**src/rtl/mem_arbiter_pkg.sv**
```systemverilog
`default_nettype none
// ============================================================================
// Module   : mem_arbiter_pkg
// Brief    : Shared types and default widths for the fetch/data memory arbiter.
// Revision : 1.0 - initial release
// ============================================================================
package mem_arbiter_pkg;

    // Which port a read issued last cycle belongs to.
    typedef enum logic [1:0] {
        OWN_NONE  = 2'd0,
        OWN_FETCH = 2'd1,
        OWN_DATA  = 2'd2
    } owner_t;

    localparam int DEF_ADDR_W       = 16;
    localparam int DEF_DATA_W       = 16;
    localparam int DEF_STARVE_LIMIT = 3;

endpackage
`default_nettype wire

```
**src/rtl/mem_arb_grant.sv**
```systemverilog
`default_nettype none
// ============================================================================
// Module   : mem_arb_grant
// Brief    : Combinational grant logic. Data beats fetch unless force_fetch
//            is raised by the starvation counter in the top level.
// Revision : 1.0 - initial release
// ============================================================================
module mem_arb_grant (
    input  logic arb_en,       // low while the block is held in reset
    input  logic if_req,
    input  logic d_req,
    input  logic force_fetch,
    output logic grant_if,
    output logic grant_d
);

    // At most one grant per cycle; a forced fetch pre-empts the data port.
    always_comb begin
        grant_if = 1'b0;
        grant_d  = 1'b0;
        if (arb_en) begin
            if (if_req && force_fetch) begin
                grant_if = 1'b1;
            end else if (d_req) begin
                grant_d = 1'b1;
            end else if (if_req) begin
                grant_if = 1'b1;
            end
        end
    end

endmodule
`default_nettype wire

```
**src/rtl/mem_arbiter.sv**
```systemverilog
`default_nettype none
// ============================================================================
// Module   : mem_arbiter
// Brief    : Shares one single-port memory between fetch and mem stages.
//            Combinational grant, one-cycle read return steered by an owner
//            register. Build option MEM_ARBITER_FAIRNESS_EN adds a fetch
//            starvation counter that forces a fetch grant after STARVE_LIMIT
//            consecutive denials.
// Revision : 1.0 - initial release
// ============================================================================
module mem_arbiter
    import mem_arbiter_pkg::*;
#(
    parameter int ADDR_W       = DEF_ADDR_W,
    parameter int DATA_W       = DEF_DATA_W,
    parameter int STARVE_LIMIT = DEF_STARVE_LIMIT
) (
    input  logic              Clk,
    input  logic              Rst,
    input  logic              if_req,
    input  logic [ADDR_W-1:0] if_addr,
    output logic [DATA_W-1:0] if_rdata,
    output logic              if_valid,
    output logic              stall_if,
    input  logic              d_req,
    input  logic              d_we,
    input  logic [ADDR_W-1:0] d_addr,
    input  logic [DATA_W-1:0] d_wdata,
    output logic [DATA_W-1:0] d_rdata,
    output logic              d_valid,
    output logic              stall_mem,
    output logic              mem_en,
    output logic              mem_we,
    output logic [ADDR_W-1:0] mem_addr,
    output logic [DATA_W-1:0] mem_wdata,
    input  logic [DATA_W-1:0] mem_rdata
);

    if (STARVE_LIMIT < 1) begin : g_bad_limit
        $error("STARVE_LIMIT must be at least 1");
    end

    logic              grant_if;
    logic              grant_d;
    logic              force_fetch;
    owner_t            owner;
    owner_t            owner_nxt;
    logic [ADDR_W-1:0] addr_hold;
    logic [DATA_W-1:0] wdata_hold;
    logic [DATA_W-1:0] if_hold;
    logic [DATA_W-1:0] d_hold;

    mem_arb_grant u_grant (
        .arb_en      (Rst),
        .if_req      (if_req),
        .d_req       (d_req),
        .force_fetch (force_fetch),
        .grant_if    (grant_if),
        .grant_d     (grant_d)
    );

`ifdef MEM_ARBITER_FAIRNESS_EN
    localparam int CNT_W = $clog2(STARVE_LIMIT + 1);
    logic [CNT_W-1:0] starve_cnt;

    assign force_fetch = (starve_cnt == CNT_W'(STARVE_LIMIT));

    // Count consecutive denied fetch cycles; any fetch grant or idle fetch clears.
    always_ff @(posedge Clk) begin
        if (!Rst) begin
            starve_cnt <= '0;
        end else if (!if_req || grant_if) begin
            starve_cnt <= '0;
        end else begin
            starve_cnt <= starve_cnt + 1'b1;
        end
    end
`else
    assign force_fetch = 1'b0;
`endif

    // Drive the memory from the granted port; hold address/data when idle.
    always_comb begin
        mem_en    = grant_if | grant_d;
        mem_we    = grant_d & d_we;
        mem_addr  = addr_hold;
        mem_wdata = wdata_hold;
        if (grant_d) begin
            mem_addr  = d_addr;
            mem_wdata = d_wdata;
        end else if (grant_if) begin
            mem_addr  = if_addr;
        end
    end

    assign stall_if  = if_req & ~grant_if;
    assign stall_mem = d_req  & ~grant_d;

    // Remember who issued a read this cycle; writes and idle cycles clear it.
    always_comb begin
        owner_nxt = OWN_NONE;
        if (grant_d && !d_we) begin
            owner_nxt = OWN_DATA;
        end else if (grant_if) begin
            owner_nxt = OWN_FETCH;
        end
    end

    // Owner, held memory drive and last returned data per port.
    always_ff @(posedge Clk) begin
        if (!Rst) begin
            owner      <= OWN_NONE;
            addr_hold  <= '0;
            wdata_hold <= '0;
            if_hold    <= '0;
            d_hold     <= '0;
        end else begin
            owner      <= owner_nxt;
            addr_hold  <= mem_addr;
            wdata_hold <= mem_wdata;
            if (owner == OWN_FETCH) begin
                if_hold <= mem_rdata;
            end
            if (owner == OWN_DATA) begin
                d_hold <= mem_rdata;
            end
        end
    end

    // Return steering: live memory data in the return cycle, held value otherwise.
    always_comb begin
        if_valid = (owner == OWN_FETCH);
        d_valid  = (owner == OWN_DATA);
        if_rdata = if_valid ? mem_rdata : if_hold;
        d_rdata  = d_valid  ? mem_rdata : d_hold;
    end

endmodule
`default_nettype wire

```
**config.mk**
```make
export PLATFORM = sky130hd
export DESIGN_NAME = mem_arbiter
export DESIGN_NICKNAME = d
export VERILOG_FILES = /design/src/rtl/mem_arbiter_pkg.sv /design/src/rtl/mem_arb_grant.sv /design/src/rtl/mem_arbiter.sv
export SDC_FILE = /design/constraint.sdc
export NUM_CORES = 1
export LEC_CHECK = 0
export ABC_AREA = 0
export BUFFER_PORTS_ARGS = -buffer_cell sky130_fd_sc_hd__clkbuf_2
export CAP_MARGIN = 15
export CORE_ASPECT_RATIO = 1.1
export CORE_MARGIN = 8
export CORE_UTILIZATION = 51
export DETAILED_ROUTE_END_ITERATION = 10
export PLACE_DENSITY = 0.85
export SYNTH_ARGS = -nofsm -noshare
export SYNTH_HDL_FRONTEND = slang
export SYNTH_SLANG_ARGS = --single-unit
```
**constraint.sdc**
```tcl
create_clock -name Clk -period 2.8 [get_ports Clk]
set_input_delay 0.28 -clock Clk [delete_from_list [all_inputs] [get_ports Clk]]
set_output_delay 0.28 -clock Clk [all_outputs]
set_load 0.01 [all_outputs]
```
==> flow_summary.html <==
<table>
<tr><th>Metric</th><th>Value</th></tr>
<tr><th colspan="2">Placed design</th></tr>
<tr><td>Count of port buffers added during placement</td><td>~140</td></tr>
<tr><td>Post-DP HPWL</td><td>between 6000 and 7000 um</td></tr>
<tr><td>Placer congestion estimate</td><td>about 0.70</td></tr>
<tr><td>Placed instance count</td><td>512</td></tr>
<tr><th colspan="2">Critical path</th></tr>
<tr><td>Capture point of the worst reg-to-reg path</td><td>if_hold[1]$_SDFF_PN0_</td></tr>
<tr><td>Required @ worst endpoint</td><td>~2.5 ns</td></tr>
<tr><td>Worst reg-to-reg path cell count</td><td>4</td></tr>
<tr><td>Type of origin of the critical path</td><td>input pin</td></tr>
<tr><td>Critical register-to-register path startpoint</td><td>owner[0]$_SDFF_PP0_</td></tr>
<tr><td>Arrival time of the worst setup path</td><td>1.85 ns</td></tr>
<tr><td>Crit Path Category</td><td>in2out</td></tr>
<tr><td>Maximum fanout along the worst path</td><td>24</td></tr>
<tr><td>Slack of the worst reg-to-reg path</td><td>roughly 1.4 ns</td></tr>
<tr><td>Worst Setup End Kind</td><td>primary output</td></tr>
<tr><th colspan="2">Floorplanning</th></tr>
<tr><td>Effective utilization at floorplan</td><td>0.525</td></tr>
<tr><td>Core Area</td><td>approximately 6000 um^2</td></tr>
<tr><td>Die area</td><td>roughly 9100 um^2</td></tr>
<tr><td># IOs</td><td>around 140</td></tr>
<tr><td># rows</td><td>30</td></tr>
<tr><td>Die extent in y</td><td>around 100 um</td></tr>
<tr><td>Width of the die</td><td>slightly above 90 um</td></tr>
<tr><th colspan="2">Cells and area</th></tr>
<tr><td>Post-layout net count</td><td>between 500 and 600</td></tr>
<tr><td>Final instance count without filler cells</td><td>~530</td></tr>
<tr><td>Commonest non-fill, non-tap cells in the layout</td><td>138 x sky130_fd_sc_hd__clkbuf_2, 66 x sky130_fd_sc_hd__dfxtp_1, 31 x sky130_fd_sc_hd__nand2_1, 30 x sky130_fd_sc_hd__and2_1, 30 x sky130_fd_sc_hd__mux2_2</td></tr>
<tr><td>Fraction of final layout cells with drive strength greater than 1</td><td>0.475</td></tr>
<tr><td>Area grow syn2layout</td><td>27.3%</td></tr>
<tr><td>Most common library cell in the layout ignoring fill and taps</td><td>sky130_fd_sc_hd__clkbuf_2</td></tr>
<tr><td>Antenna diodes</td><td>0</td></tr>
<tr><th colspan="2">GRT</th></tr>
<tr><td>Pin count of the biggest net entering global routing</td><td>between 40 and 50</td></tr>
<tr><td>Vias in the first global route</td><td>~2900</td></tr>
<tr><td>Number of antenna violations at the first check in global routing</td><td>0</td></tr>
<tr><td>Global-route total usage across every layer</td><td>0.178</td></tr>
<tr><td>Sum of overflow across all layers after global routing</td><td>0</td></tr>
<tr><td>Global-route wire length before repair</td><td>roughly 14000 um</td></tr>
<tr><th colspan="2">CTS</th></tr>
<tr><td>Post-CTS setup buffer count</td><td>0</td></tr>
<tr><td>CTS tree</td><td>done</td></tr>
<tr><td>Number of buffers created by CTS</td><td>9</td></tr>
<tr><td>Clock buffer depth</td><td>2</td></tr>
<tr><td>Resize count post-CTS</td><td>0</td></tr>
<tr><td>Count of hold buffers inserted by post-cts repair</td><td>0</td></tr>
<tr><td>Root buffer selected by CTS</td><td>sky130_fd_sc_hd__clkbuf_8</td></tr>
<tr><td>Clock-pin slew on the worst setup and hold paths</td><td>0.07 ns</td></tr>
<tr><td>Insertion delay to the later sink of the worst-skew pair</td><td>around 0.33 ns</td></tr>
<tr><td>Sinks on the clock net</td><td>66</td></tr>
<tr><td>Maximum level of the CTS H-tree</td><td>3</td></tr>
<tr><th colspan="2">STA</th></tr>
<tr><td>Worst clock skew on the final layout</td><td>roughly 0.0068 ns</td></tr>
<tr><td>Final count of negative-setup-slack endpoints</td><td>0</td></tr>
<tr><td>Worst slew pin tran</td><td>about 0.88 ns</td></tr>
<tr><td>Hold WS</td><td>between 0.1 and 0.15 ns</td></tr>
<tr><td>Final clock period utilization by the worst path</td><td>0.760</td></tr>
<tr><td>Final hold viol count</td><td>0</td></tr>
<tr><td>Achievable Freq</td><td>roughly 470 MHz</td></tr>
<tr><td>Fin crit period</td><td>around 2.1 ns</td></tr>
<tr><td>Unrepaired setup endpoints after global routing</td><td>no</td></tr>
<tr><td>Worst slew slack as a fraction of its limit</td><td>0.415</td></tr>
<tr><td>Max Transition Viols Final</td><td>0</td></tr>
<tr><td>Total negative setup slack</td><td>0 ns</td></tr>
<tr><th colspan="2">Hold path</th></tr>
<tr><td>Min-Delay Endpoint</td><td>owner[1]$_SDFF_PN0_</td></tr>
<tr><td>Startpoint of the worst hold path</td><td>d_we</td></tr>
<tr><td>Worst min-delay path category</td><td>in2reg</td></tr>
<tr><td>Number of instances on the worst hold path</td><td>2</td></tr>
<tr><th colspan="2">Synth</th></tr>
<tr><td>Ys Warns</td><td>0</td></tr>
<tr><td>Post-synthesis cell area</td><td>around 3200 um^2</td></tr>
<tr><td>Synth top area cells</td><td>sky130_fd_sc_hd__dfxtp_1 41%, sky130_fd_sc_hd__mux2_2 11%, sky130_fd_sc_hd__mux2_4 8.4%</td></tr>
<tr><td>Fraction of the yosys area taken by sequential cells</td><td>0.412</td></tr>
<tr><td>Distinct cell type count after synthesis</td><td>26</td></tr>
<tr><td>Average instance area after synthesis</td><td>slightly above 10 um^2</td></tr>
<tr><td>Cell count after synthesis</td><td>315</td></tr>
<tr><td>Syn Nets</td><td>384</td></tr>
<tr><td>Share of the synthesized area in the top cell type</td><td>0.412</td></tr>
<tr><td>Number of register bits inferred by synthesis</td><td>66</td></tr>
<tr><td>Number of enable flip-flop cells after synthesis</td><td>0</td></tr>
<tr><td>Main synth FF type</td><td>sky130_fd_sc_hd__dfxtp_1</td></tr>
<tr><td>Ys async rst share</td><td>0</td></tr>
<tr><td>Cell type with the largest total area after synthesis</td><td>sky130_fd_sc_hd__dfxtp_1</td></tr>
<tr><th colspan="2">Status</th></tr>
<tr><td>Run status</td><td>completed</td></tr>
<tr><th colspan="2">Flow run</th></tr>
<tr><td>Maxcap violations</td><td>0</td></tr>
<tr><th colspan="2">Power and ir drop</th></tr>
<tr><td>Leak Pwr</td><td>2.02 nW</td></tr>
<tr><td>VDD IR-drop max</td><td>approximately 280 uV</td></tr>
<tr><td>Total power divided by cell area</td><td>approximately 560 nW/um^2</td></tr>
<tr><th colspan="2">Drt</th></tr>
<tr><td>Vias per cell</td><td>approximately 5.2</td></tr>
<tr><td>Drt first pass iters</td><td>4</td></tr>
<tr><td>Vias</td><td>approximately 2700</td></tr>
<tr><td>Post-DR wirelength/cell</td><td>about 16 um</td></tr>
<tr><td>Detailed Route Iter0 Violations</td><td>between 100 and 150</td></tr>
<tr><td>Wire length after detailed routing</td><td>roughly 8400 um</td></tr>
<tr><td>DRC viols</td><td>0</td></tr>
<tr><td>ANT nets after route</td><td>0</td></tr>
</table>
[per-layer routing]
metal	wire length (um)	part of all wire	global-route usage
met2	3830	0.46	0.283
met4	161	0.019	0.0782
met3	760	0.091	0.0648
met1	3610	0.43	0.211
met5	0	0	0
[through the flow]
| step | power [mW] | utilization | cell area [um^2] | setup slack [ns] |
|---|---|---|---|---|
| global placement | 1.42 | 0.630 | 3860 | 0.695 |
| global route | 2.41 | 0.667 | 4080 | 0.550 |
| CTS | 2.33 | 0.667 | 4080 | 0.641 |
| floorplan | 1.28 | - | 3210 | 1.38 |
| finish | 2.30 | 0.667 | 4080 | 0.672 |
| detailed placement | 1.43 | 0.630 | 3860 | 0.646 |
[cell usage after synthesis, types with 5 or more instances]
cell,number
sky130_fd_sc_hd__dfxtp_1,66
sky130_fd_sc_hd__nand2_1,31
sky130_fd_sc_hd__a31oi_1,15
sky130_fd_sc_hd__mux2_4,18
sky130_fd_sc_hd__buf_6,7
sky130_fd_sc_hd__o21ai_0,16
sky130_fd_sc_hd__buf_2,5
sky130_fd_sc_hd__clkbuf_1,10
sky130_fd_sc_hd__and2_1,30
sky130_fd_sc_hd__mux2_2,30
sky130_fd_sc_hd__nor2b_1,17
sky130_fd_sc_hd__mux2i_1,17
sky130_fd_sc_hd__a221o_1,16
sky130_fd_sc_hd__nor2_1,17
[worst max path at each step]
stage,from,endpoint,cells after the start
2_1_floorplan,Rst,mem_addr[10],5
3_3_place_gp,Rst,mem_addr[1],5
3_5_place_dp,Rst,mem_wdata[9],5
4_1_cts,Rst,mem_wdata[9],5
5_1_grt,Rst,mem_addr[4],5
6_report,Rst,mem_wdata[9],5
[cell type report]
type,instances,area (um^2)
Fill cell,488,2030
Multi-Input combinational cell,218,1670
Sequential cell,66,1320
Timing Repair Buffer,144,748
Clock buffer,10,138
Tap cell,80,100
Clock inverter,6,90.1
Inverter,4,15.0
[cells by family (layout without fill, tap and decap cells)]
logic type,Yosys count,after routing,synth area share
AO/OA/AOI/OAI,50,50,0.112
buffers and inverters,31,164,0.0674
flip-flops,66,66,0.412
multiplexers,65,65,0.242
AND/OR/NAND/NOR,103,103,0.166
[flip-flops by register name, indices dropped and copies added (netlist names)]
signal and flops:
addr_hold 16, d_hold 16, wdata_hold 16, owner 2, if_hold 16
[worst max-delay path: stages]
cell and delay, ns:
sky130_fd_sc_hd__clkbuf_2 0.30, sky130_fd_sc_hd__and2_1 0.53, sky130_fd_sc_hd__buf_12 0.24, sky130_fd_sc_hd__mux2_2 0.35
sky130_fd_sc_hd__clkbuf_2 0.13
[power breakdown]
group / internal, mW / switching [mW]
logic: 0.197 / 0.205
clock network: 0.527 / 0.371
registers: 0.985 / 0.0196
total: 1.71 / 0.595
Power figures use the tool's default switching activity.
